===== src/rtl/line_dma_pkg.sv =====
// Shared types and constants for the line DMA writer (state encoding, status layout).
package line_dma_pkg;

    typedef enum logic [1:0] {
        IDLE,
        ARM,
        WAIT_DATA,
        BURST
    } state_t;

    localparam int WORD_BYTES = 16;

    localparam int ST_BUSY    = 31;
    localparam int ST_OVF     = 30;
    localparam int ST_CFGERR  = 29;
    localparam int ST_LINES_W = 24;

endpackage


===== src/rtl/line_dma_ring_ptr.sv =====
// Ring write-offset tracker: burst length selection and wrap detection.
// Wrap pulse is built only when LINE_DMA_WRITER_WRAP_IRQ_EN is defined.
module line_dma_ring_ptr #(
    parameter int BURST_LEN = 16
) (
    input  logic        clk,
    input  logic        rst_n,
    input  logic        clear,
    input  logic        advance,
    input  logic [27:0] size_w,
    output logic [27:0] wr_off,
    output logic [7:0]  blen,
    output logic        wrap
);

    logic [27:0] remain;
    logic [27:0] next_off;
    logic        at_end;

    always_comb begin
        remain   = size_w - wr_off;
        blen     = (remain < 28'(BURST_LEN)) ? remain[7:0] : 8'(BURST_LEN);
        next_off = wr_off + 28'(blen);
        at_end   = (next_off == size_w);
    end

    always_ff @(posedge clk or negedge rst_n) begin
        if (!rst_n) begin
            wr_off <= '0;
        end else if (clear) begin
            wr_off <= '0;
        end else if (advance) begin
            wr_off <= at_end ? '0 : next_off;
        end
    end

`ifdef LINE_DMA_WRITER_WRAP_IRQ_EN
    logic wrap_q;

    always_ff @(posedge clk or negedge rst_n) begin
        if (!rst_n) begin
            wrap_q <= 1'b0;
        end else begin
            wrap_q <= advance && at_end && !clear;
        end
    end

    assign wrap = wrap_q;
`else
    assign wrap = 1'b0;
`endif

endmodule


===== src/rtl/line_dma_writer.sv =====
// Avalon-MM burst-write DMA draining the line FIFO into an SDRAM ring buffer.
// Optional wrap interrupt: define LINE_DMA_WRITER_WRAP_IRQ_EN.
module line_dma_writer
    import line_dma_pkg::*;
#(
    parameter int BURST_LEN  = 16,
    parameter int LINE_WORDS = 256,
    parameter int USEDW_W    = 9
) (
    input  logic               clk,
    input  logic               rst_n,
    input  logic               enable,
    input  logic [31:0]        buf_base,
    input  logic [31:0]        buf_size,
    input  logic [127:0]       fifo_rdata,
    input  logic [USEDW_W-1:0] fifo_usedw,
    input  logic               fifo_full,
    output logic               fifo_rdreq,
    output logic [27:0]        sdram0_address,
    output logic [7:0]         sdram0_burstcount,
    output logic [127:0]       sdram0_writedata,
    output logic [15:0]        sdram0_byteenable,
    output logic               sdram0_write,
    input  logic               sdram0_waitrequest,
    output logic [31:0]        dma_status,
    output logic               line_irq,
    output logic               wrap_irq
);

    localparam int WORD_SHIFT = $clog2(WORD_BYTES);
    localparam int WCNT_W     = $clog2(LINE_WORDS + 1);

    state_t              state;
    logic                en_q;
    logic [27:0]         base_w;
    logic [27:0]         size_w;
    logic [7:0]          beat_cnt;
    logic [WCNT_W-1:0]   word_cnt;
    logic [23:0]         lines;
    logic                ovf;
    logic                cfg_err;
    logic                beat_ok;
    logic                last_beat;
    logic [27:0]         wr_off;
    logic [7:0]          blen;
    logic                unused_low_bits;

    assign unused_low_bits = ^{buf_base[WORD_SHIFT-1:0], buf_size[WORD_SHIFT-1:0]};

    assign beat_ok           = sdram0_write && !sdram0_waitrequest;
    assign last_beat         = (beat_cnt == sdram0_burstcount - 8'd1);
    assign fifo_rdreq        = beat_ok;
    assign sdram0_writedata  = fifo_rdata;
    assign sdram0_byteenable = '1;

    line_dma_ring_ptr #(
        .BURST_LEN (BURST_LEN)
    ) u_ring_ptr (
        .clk     (clk),
        .rst_n   (rst_n),
        .clear   (state == ARM),
        .advance (state == BURST && beat_ok && last_beat),
        .size_w  (size_w),
        .wr_off  (wr_off),
        .blen    (blen),
        .wrap    (wrap_irq)
    );

    always_comb begin
        dma_status                   = '0;
        dma_status[ST_BUSY]          = (state != IDLE);
        dma_status[ST_OVF]           = ovf;
        dma_status[ST_CFGERR]        = cfg_err;
        dma_status[ST_LINES_W-1:0]   = lines;
    end

    always_ff @(posedge clk or negedge rst_n) begin
        if (!rst_n) begin
            state             <= IDLE;
            en_q              <= 1'b0;
            base_w            <= '0;
            size_w            <= '0;
            sdram0_address    <= '0;
            sdram0_burstcount <= '0;
            sdram0_write      <= 1'b0;
            beat_cnt          <= '0;
            word_cnt          <= '0;
            lines             <= '0;
            ovf               <= 1'b0;
            cfg_err           <= 1'b0;
            line_irq          <= 1'b0;
        end else begin
            en_q     <= enable;
            line_irq <= 1'b0;

            if (state != IDLE && fifo_full) begin
                ovf <= 1'b1;
            end

            // Line accounting runs on every accepted beat, independent of burst framing.
            if (beat_ok) begin
                if (word_cnt == WCNT_W'(LINE_WORDS - 1)) begin
                    word_cnt <= '0;
                    line_irq <= 1'b1;
                    lines    <= lines + 24'd1;
                end else begin
                    word_cnt <= word_cnt + 1'b1;
                end
            end

            case (state)
                IDLE: begin
                    if (enable && !en_q) begin
                        state <= ARM;
                    end
                end
                ARM: begin
                    base_w   <= buf_base[31:WORD_SHIFT];
                    size_w   <= buf_size[31:WORD_SHIFT];
                    word_cnt <= '0;
                    lines    <= '0;
                    ovf      <= 1'b0;
                    if (buf_size[31:WORD_SHIFT] == '0) begin
                        cfg_err <= 1'b1;
                        state   <= IDLE;
                    end else begin
                        cfg_err <= 1'b0;
                        state   <= WAIT_DATA;
                    end
                end
                WAIT_DATA: begin
                    if (!enable) begin
                        state <= IDLE;
                    end else if (32'(fifo_usedw) >= 32'(blen)) begin
                        sdram0_address    <= base_w + wr_off;
                        sdram0_burstcount <= blen;
                        beat_cnt          <= '0;
                        sdram0_write      <= 1'b1;
                        state             <= BURST;
                    end
                end
                BURST: begin
                    // A started burst always runs to its last beat; enable is only honoured after it.
                    if (beat_ok) begin
                        if (last_beat) begin
                            sdram0_write <= 1'b0;
                            state        <= enable ? WAIT_DATA : IDLE;
                        end else begin
                            beat_cnt <= beat_cnt + 8'd1;
                        end
                    end
                end
                default: state <= IDLE;
            endcase
        end
    end

endmodule

===== config.mk =====
export PLATFORM = sky130hd
export DESIGN_NAME = line_dma_writer
export DESIGN_NICKNAME = d
export VERILOG_FILES = /design/src/rtl/line_dma_pkg.sv /design/src/rtl/line_dma_ring_ptr.sv /design/src/rtl/line_dma_writer.sv
export SDC_FILE = /design/constraint.sdc
export NUM_CORES = 1
export LEC_CHECK = 0
export ABC_CLOCK_PERIOD_IN_PS = 15400
export CAP_MARGIN = 30
export CORE_ASPECT_RATIO = 0.8
export CORE_MARGIN = 8
export CORE_UTILIZATION = 39
export DETAILED_ROUTE_END_ITERATION = 8
export MAX_ROUTING_LAYER = met4
export PLACE_DENSITY_LB_ADDON = 0.12
export SYNTH_ARGS = -nofsm -noshare
export SYNTH_HDL_FRONTEND = slang
export SYNTH_SLANG_ARGS = --single-unit

===== constraint.sdc =====
create_clock -name clk -period 15.4 [get_ports clk]
set_clock_uncertainty 0.2 [all_clocks]
set_input_delay 3.08 -clock clk [delete_from_list [all_inputs] [get_ports clk]]
set_output_delay 3.08 -clock clk [all_outputs]
set_load 0.02 [all_outputs]

# Word-level counts from Yosys, hierarchy flattened
# Cells that the tools add are included.
[word_totals]
memories = 0
out_inout_bits = 216
mem_bits_ro = 0
reg_bits = 168
latchBits = 0
ram_bits = 0
elab_cells = 89
[classes]
div = 0
add_sub_neg = 7
bitwise_logic = 0
n_reduce_logical = 20
n_eq_ne = 13
muxes = 33
magnitude_cmp = 2
multipliers = 0
n_shift = 0
[op_table]
columns = ["operator", "count"]
rows = [
  ["28-bit two-way mux", 3],
  ["24-bit two-way mux", 3],
  ["8-bit two-way mux", 5],
  ["28-bit adder", 1],
  ["28-bit by 8-bit adder with 28-bit output", 1],
  ["28-bit equality test", 1],
  ["28-bit zero test", 1],
  ["28-bit by 5-bit less-than comparator with 1-bit output (second input constant)", 1],
  ["28-bit subtractor", 1],
  ["9-bit two-way mux", 3],
  ["24-bit by 1-bit adder with 24-bit output (second input constant)", 1],
  ["8-bit one-hot mux with 2 select lines", 1],
  ["2-bit two-way mux", 7],
  ["2-bit inequality test (second input constant)", 6],
  ["2-bit nonzero test", 6],
  ["5-bit AND reduction", 2],
  ["9-bit by 1-bit adder with 9-bit output (second input constant)", 1],
  ["9-bit by 8-bit equality test with 1-bit output (second input constant)", 1],
  ["9-bit by 8-bit greater-or-equal comparator with 1-bit output", 1],
  ["1-bit two-way mux", 9],
  ["8-bit by 1-bit adder with 8-bit output (second input constant)", 1],
  ["8-bit equality test", 1],
  ["2-bit one-hot mux with 4 select lines", 1],
  ["8-bit by 1-bit subtractor with 8-bit output (second input constant)", 1],
  ["other kinds (10)", 16],
]

# Depth between registers and ports, before layout
# Gate-level depths: netlist of the first run.
[depth]
ltp_word = 8
depth_mapped = 29
mapped_depth_nobuf = 26

# By module
# A second synthesis of the first run with hierarchy kept.
[hier_totals]
cells_unflattened = 1554
hier_area_um2 = 12833.6
[modules_own_cells]
columns = ["module", "area_per_inst_um2", "n_inst", "cells_each", "seq_area_each_um2"]
rows = [
  ["line_dma_writer", 8642.0, 1, 1004, 3503.4],
  ["line_dma_ring_ptr", 4191.5, 1, 550, 700.7],
]

# Worst setup path before layout of the first run
# OpenSTA, ideal clock, no wires.
[synth_timing]
path_kind = "input to output"
from = "in sdram0_waitrequest"
to = "out fifo_rdreq"
cell_stages = 2
n_path_buf = 0
path_slack_ns = 8.549
t_arrival_ns = 3.571
path_cell_list = "nand2b_1 clkinv_1"
[synth_between]
elab_chain_len = 2
[synth_rtl]
columns = ["element", "line_no", "rtl"]
rows = [
  ["start: declaration", "line_dma_writer.sv:24", "input logic sdram0_waitrequest,"],
  ["1-bit zero test", "line_dma_writer.sv:50", "assign beat_ok = sdram0_write && !sdram0_waitrequest;"],
  ["1-bit logical AND", "line_dma_writer.sv:50", ""],
  ["end: declaration", "line_dma_writer.sv:18", "output logic fifo_rdreq,"],
]
# No other way between the ends.

# Worst setup path in the final report of the first run
# Same ends and word-level chain as after synthesis.

==> impl_metrics.env, run 1 <==
export IMPL_drv_slew=0
export IMPL_yosys_warnings=0
export IMPL_grt_pass1_vias=10181
export IMPL_synth_top_area_share_pct=32.7
export IMPL_clock_sinks=168
export IMPL_grt_usage_pct=18.9
export IMPL_fin_tns_setup_ps=0
export IMPL_final_setup_viol_count=0
export IMPL_vias=10611
export IMPL_drv_cap=0
export IMPL_n_fill_cell=3306
export IMPL_synth_compound_area_share_pct=17.5
export IMPL_synth_area_per_cell_sq_um=8.18
export IMPL_synthAdderAreaFrac_pct=7.66
export IMPL_postPlaceCellArea_sq_um=13500
export IMPL_worstSetupStartpointType="primary input"
export IMPL_vdd_drop_max_uv=87.7
export IMPL_clk_pin_slew_worst_paths_ps=60
export IMPL_dp_slack_ps=7320
export IMPL_register_area_sq_um=4200
export IMPL_first_pass_iters=5
export IMPL_clk_latency_ps=440
export IMPL_min_period_ps=8060
export IMPL_dieHeight_um=178
export IMPL_reg2reg_to="u_ring_ptr.wr_off[13]$_DFFE_PN0P_"
export IMPL_synth_cells=1573
export IMPL_numCtsBuffers=17
export IMPL_die_x_um=219
export IMPL_antenna_found_initial=0
export IMPL_antenna_left=0
export IMPL_clock_power_share_pct=19.1
export IMPL_cellLeakagePower_nw=6.14
export IMPL_finalCritPeriodShare_pct=52.3
export IMPL_p_switching_uw=983
export IMPL_crit_end="fifo_rdreq"
export IMPL_cts_tree="yes"
export IMPL_multi_input_comb_area_sq_um=7180
export IMPL_wl_um=36400
export IMPL_io_buffer_count=135
export IMPL_cp_max_fo=9
export IMPL_hp_class="reg -> reg"
export IMPL_pwr_share_seq_pct=31.0
export IMPL_nets=1835
export IMPL_intPower_mw=1.26
export IMPL_start_util_pct=39.6
export IMPL_vias_per_cell=5.33
export IMPL_final_cell_mix="nand2_1, dfrtp_1, clkdlybuf4s50_1"
export IMPL_gp_congestion=0.910
export IMPL_clk_path_buf_depth=2
export IMPL_cts_setup_buffers=0
export IMPL_worstMarginPinSlew_ps=894
export IMPL_rsz0062_at_grt="no"
export IMPL_switching_share_pct=43.7
export IMPL_grt_pass1_wl_um=57300
export IMPL_core_region_area_sq_um=32500
export IMPL_final_common_cell="nand2_1"
export IMPL_antenna_cells=0
export IMPL_ys_flop_type="dfrtp_1"
export IMPL_dieArea_sq_um=39100
export IMPL_finalHoldViolCount=0
export IMPL_ys_top_cells_by_area="dfrtp_1, buf_4, nand2_1"
export IMPL_syn_to_final_growth_pct=9.94
export IMPL_path_class="in -> out"
export IMPL_cts_root_buf="clkbuf_16"
export IMPL_htree_levels=4
export IMPL_dpl_hpwl_um=28000
export IMPL_endpoint_kind="primary output"
export IMPL_rows=59
export IMPL_drt_iter0_drc=694
export IMPL_synth_area_sq_um=12900
export IMPL_synthArstFlopShare_pct=100
export IMPL_run_status="completed"
export IMPL_synthSimpleGateAreaFrac_pct=21.4
export IMPL_clock_fmax_mhz=124
export IMPL_synth_edf_count=0
export IMPL_p_per_area_nw_per_um2=159
export IMPL_critPathRequiredTime_ps=12120
export IMPL_overflow=0
export IMPL_worstPathArrival_ps=4780
export IMPL_yosys_register_bits=168
export IMPL_yosys_area_top_type="dfrtp_1"
export IMPL_synthMuxAreaShare_pct=0.953
export IMPL_hold_depth=2
export IMPL_reg2reg_slack_ps=7610
export IMPL_grt_max_degree=95
export IMPL_startpoint="sdram0_waitrequest"
export IMPL_cts_resized=0
export IMPL_final_cell_area_sq_um=14100
export IMPL_drc=0
export IMPL_yosysUniqueCellTypes=83
export IMPL_wire_per_inst_um=18.3
export IMPL_synth_xor_area_share_pct=7.35
export IMPL_relSlewSlack_pct=39.9
export IMPL_finalWorstSetupSlack_ps=7340
export IMPL_reg2reg_depth=24
export IMPL_io_pin_count=422
export IMPL_synth_top_family_by_area="simple AND/OR/NAND/NOR gates"
export IMPL_combPwrFrac_pct=49.9
export IMPL_ys_seq_area_share_pct=32.7
export IMPL_cts_hold_buf=0
export IMPL_r2r_start="u_ring_ptr.wr_off[8]$_DFFE_PN0P_"
export IMPL_layout_drive_gt1_share_pct=4.22
metrics by stage:
| stage | hold slack [ps] | util, % | instances | power [mW] |
|---|---|---|---|---|
| floorplan | 250 | - | 1599 | 1.51 |
| global placement | 258 | 41.6 | 1958 | 1.81 |
| detailed placement | 270 | 41.6 | 1958 | 1.82 |
| CTS | 285 | 43.4 | 1988 | 2.26 |
| global route | 293 | 43.5 | 1990 | 2.43 |
| finish | 275 | 43.5 | 1990 | 2.25 |
Yosys cell counts, drive strengths merged (14+ instances only):
cell      n
nand4    28
a21o     18
nand2   289
buf     162
xor2     48
a21oi    71
o21ai   102
o211ai   14
or3      15
nor4     16
ha       74
o21a     22
and2     14
a211oi   19
nand2b   17
clkbuf   46
a31oi    25
nor2    103
nand3    35
dfrtp   168
nor3     21
xnor2    60
inv      54
final cells by class:
class | count | area share, %
flip-flops and latches | 168 | 29.7
well taps | 427 | 3.78
repair buffers | 142 | 10.2
clock inverters | 9 | 0.840
inverters | 55 | 1.46
multi-input cells | 1168 | 50.8
clock buffers | 21 | 3.18
worst min-delay path by stage:
stage	slack [ps]	endpoint	startpoint
after floorplan	250	cfg_err$_DFFE_PN0P_	cfg_err$_DFFE_PN0P_
after global placement	260	sdram0_address[23]$_DFFE_PN0P_	sdram0_address[23]$_DFFE_PN0P_
after detailed placement	270	sdram0_address[8]$_DFFE_PN0P_	sdram0_address[8]$_DFFE_PN0P_
after CTS	280	sdram0_address[8]$_DFFE_PN0P_	sdram0_address[8]$_DFFE_PN0P_
after global routing	290	base_w[9]$_DFFE_PN0P_	base_w[9]$_DFFE_PN0P_
final	280	sdram0_address[8]$_DFFE_PN0P_	sdram0_address[8]$_DFFE_PN0P_
kinds of logic (layout without fill, tap and decap cells):
logic type / count (synthesis) / count (layout)
AND/OR/NAND/NOR: 595 / 595
AO/OA/AOI/OAI: 348 / 348
buffers and inverters: 263 / 227
flip-flops: 168 / 168
XOR/XNOR: 108 / 108
adder cells (fa/ha/maj): 77 / 77
multiplexers: 12 / 12
other: 2 / 28
flip-flops by register name (all words and copies together), names as in the netlist:
signal	cells
cfg_err	1
word_cnt	9
lines	24
sdram0_write	1
sdram0_burstcount	8
sdram0_address	28
en_q	1
u_ring_ptr.wr_off	28
beat_cnt	8
base_w	28
ovf	1
state	2
line_irq	1
size_w	28
power groups by stage:
| stage | sequential [mW] | combinational, mW | clock (mW) |
|---|---|---|---|
| 2_1_floorplan | 0.691 | 0.816 | 0 |
| 3_3_place_gp | 0.701 | 1.11 | 0 |
| 3_5_place_dp | 0.704 | 1.12 | 0 |
| 4_1_cts | 0.697 | 1.12 | 0.443 |
| 5_1_grt | 0.713 | 1.26 | 0.458 |
| 6_report | 0.696 | 1.12 | 0.430 |
critical path, cell delays in order:
cell and delay [ps]:
clkdlybuf4s50_1 450, nand2b_1 280, clkinv_1 330, clkdlybuf4s50_1 640
layer usage:
layer	up-vias	GRT usage (%)	wire length (um)
met5	-	-	0
met4	0	4.66	596
met3	30	5.47	2710
met2	342	25.2	14400
met1	4962	27.4	18600
li1	5277	-	-
Note: power is estimated with default switching activity, not from simulation.
==> inputs of run 2 (changes only) <==
--- a/config.mk
+++ b/config.mk
@@ -5,7 +5,7 @@
 export SDC_FILE = /design/constraint.sdc
 export NUM_CORES = 1
 export LEC_CHECK = 0
-export ABC_CLOCK_PERIOD_IN_PS = 15400
+export ABC_CLOCK_PERIOD_IN_PS = 8100
 export CAP_MARGIN = 30
 export CORE_ASPECT_RATIO = 0.8
 export CORE_MARGIN = 8
==> constraint.sdc (replaced) <==
create_clock -name clk -period 8.1 [get_ports clk]
set_clock_uncertainty 0.2 [all_clocks]
set_input_delay 1.62 -clock clk [delete_from_list [all_inputs] [get_ports clk]]
set_output_delay 1.62 -clock clk [all_outputs]
set_load 0.02 [all_outputs]
==> impl_metrics.env, run 2 (same netlist as run 1, synthesis figures left out) <==
export IMPL_numCtsBuffers=17
export IMPL_die_x_um=219
export IMPL_grt_usage_pct=18.9
export IMPL_clk_path_buf_depth=2
export IMPL_finalCritPeriodShare_pct=91.7
export IMPL_gp_congestion=0.904
export IMPL_io_buffer_count=135
export IMPL_multi_input_comb_area_sq_um=7180
export IMPL_syn_to_final_growth_pct=9.79
export IMPL_cts_hold_buf=0
export IMPL_dieArea_sq_um=39100
export IMPL_overflow=0
export IMPL_n_fill_cell=3289
export IMPL_fin_total_pwr_mw=4.21
export IMPL_clock_sinks=168
export IMPL_final_setup_viol_count=0
export IMPL_vias_per_cell=5.32
export IMPL_drv_cap=0
export IMPL_cts_setup_buffers=0
export IMPL_antenna_cells=0
export IMPL_grt_pass1_wl_um=57400
export IMPL_htree_levels=4
export IMPL_clk_latency_ps=440
export IMPL_first_pass_iters=5
export IMPL_dpl_hpwl_um=28600
export IMPL_core_region_area_sq_um=32500
export IMPL_final_common_cell="nand2_1"
export IMPL_path_class="reg -> reg"
export IMPL_hp_class="reg -> reg"
export IMPL_fin_tns_setup_ps=0
export IMPL_p_per_area_nw_per_um2=298
export IMPL_rows=59
export IMPL_finalHoldViolCount=0
export IMPL_antenna_left=0
export IMPL_grt_pass1_vias=10286
export IMPL_drt_iter0_drc=601
export IMPL_critPathRequiredTime_ps=8230
export IMPL_cellLeakagePower_nw=6.14
export IMPL_run_status="completed"
export IMPL_worstPathArrival_ps=7560
export IMPL_register_area_sq_um=4200
export IMPL_worstSetupStartpointType="register"
export IMPL_drc=0
export IMPL_dieHeight_um=178
export IMPL_layout_drive_gt1_share_pct=4.72
export IMPL_start_util_pct=39.6
export IMPL_antenna_found_initial=0
export IMPL_cts_root_buf="clkbuf_16"
export IMPL_rsz0062_at_grt="no"
export IMPL_grt_max_degree=74
export IMPL_worstMarginPinSlew_ps=888
export IMPL_relSlewSlack_pct=40.3
export IMPL_clock_fmax_mhz=135
export IMPL_cts_resized=0
export IMPL_wl_um=36400
export IMPL_wire_per_inst_um=18.2
export IMPL_endpoint_kind="register"
export IMPL_drv_slew=0
export IMPL_nets=1840
export IMPL_vdd_drop_max_uv=159
export IMPL_cp_max_fo=27
export IMPL_cts_tree="yes"
export IMPL_min_period_ps=7430
export IMPL_io_pin_count=422
export IMPL_clk_pin_slew_worst_paths_ps=70
export IMPL_final_cell_mix="nand2_1, dfrtp_1, clkdlybuf4s50_1"
export IMPL_vias=10612
-- run 2: area by class of cell --
type | instances | share of cell area (%)
Inverter | 55 | 1.46
Timing Repair Buffer | 147 | 10.2
Tap cell | 427 | 3.78
Multi-Input combinational cell | 1168 | 50.9
Sequential cell | 168 | 29.8
Clock buffer | 19 | 3.14
Clock inverter | 12 | 0.780
-- run 2: per-stage QoR --
step	worst slack, ps	std cells	hold slack, ps	util, %	area [sq um]
2_1_floorplan	1800	1599	250	-	13000
3_3_place_gp	684	1965	253	41.8	13600
3_5_place_dp	633	1965	259	41.8	13600
4_1_cts	587	1996	276	43.5	14100
5_1_grt	113	1996	305	43.5	14100
6_report	671	1996	273	43.5	14100
-- run 2: path summary, 6_finish.rpt --
check	from	to	slack, ps	cells past startpoint
max	u_ring_ptr.wr_off[1]$_DFFE_PN0P_	u_ring_ptr.wr_off[13]$_DFFE_PN0P_	670	24
min	sdram0_address[23]$_DFFE_PN0P_	sdram0_address[23]$_DFFE_PN0P_	270	2
max reg2reg	u_ring_ptr.wr_off[1]$_DFFE_PN0P_	u_ring_ptr.wr_off[13]$_DFFE_PN0P_	670	24
min reg2reg	sdram0_address[23]$_DFFE_PN0P_	sdram0_address[23]$_DFFE_PN0P_	270	2
max in group asynchronous	rst_n	base_w[6]$_DFFE_PN0P_	5540	2
min in group asynchronous	rst_n	lines[3]$_DFFE_PN0P_	990	1
-- run 2: per-layer routing --
metal  vias up  global-route usage [%]  wire length (um)
met5         -                       -                 0
met4         0                    4.64               551
met3        23                    5.20              2820
met2       342                    26.0             14800
met1      4964                    27.0             18200
li1       5283                       -                 -
-- run 2: report_power, final --
part,switching (mW),total [mW],internal [mW]
Combinational,1.24,2.11,0.868
Sequential,0.253,1.32,1.07
Clock,0.371,0.780,0.409
-- run 2: worst max-delay path, cell delays in order (launching register included) --
cell and delay, ps:
dfrtp_1 440, inv_1 220, ha_1 270, nor2b_1 140, o31a_1 330, o211a_1 250, o21ai_0 420, a211oi_1 210
o31a_1 310, a211oi_1 320, nand4_1 340, or2_1 410, nor2_1 170, ha_1 230, fa_1 250, a211oi_1 130
o211ai_1 560, nand3_1 310, and3_1 280, o31a_1 270, o211ai_1 230, nor2_1 120, nor2_4 520, a31oi_1 170
a31oi_1 180
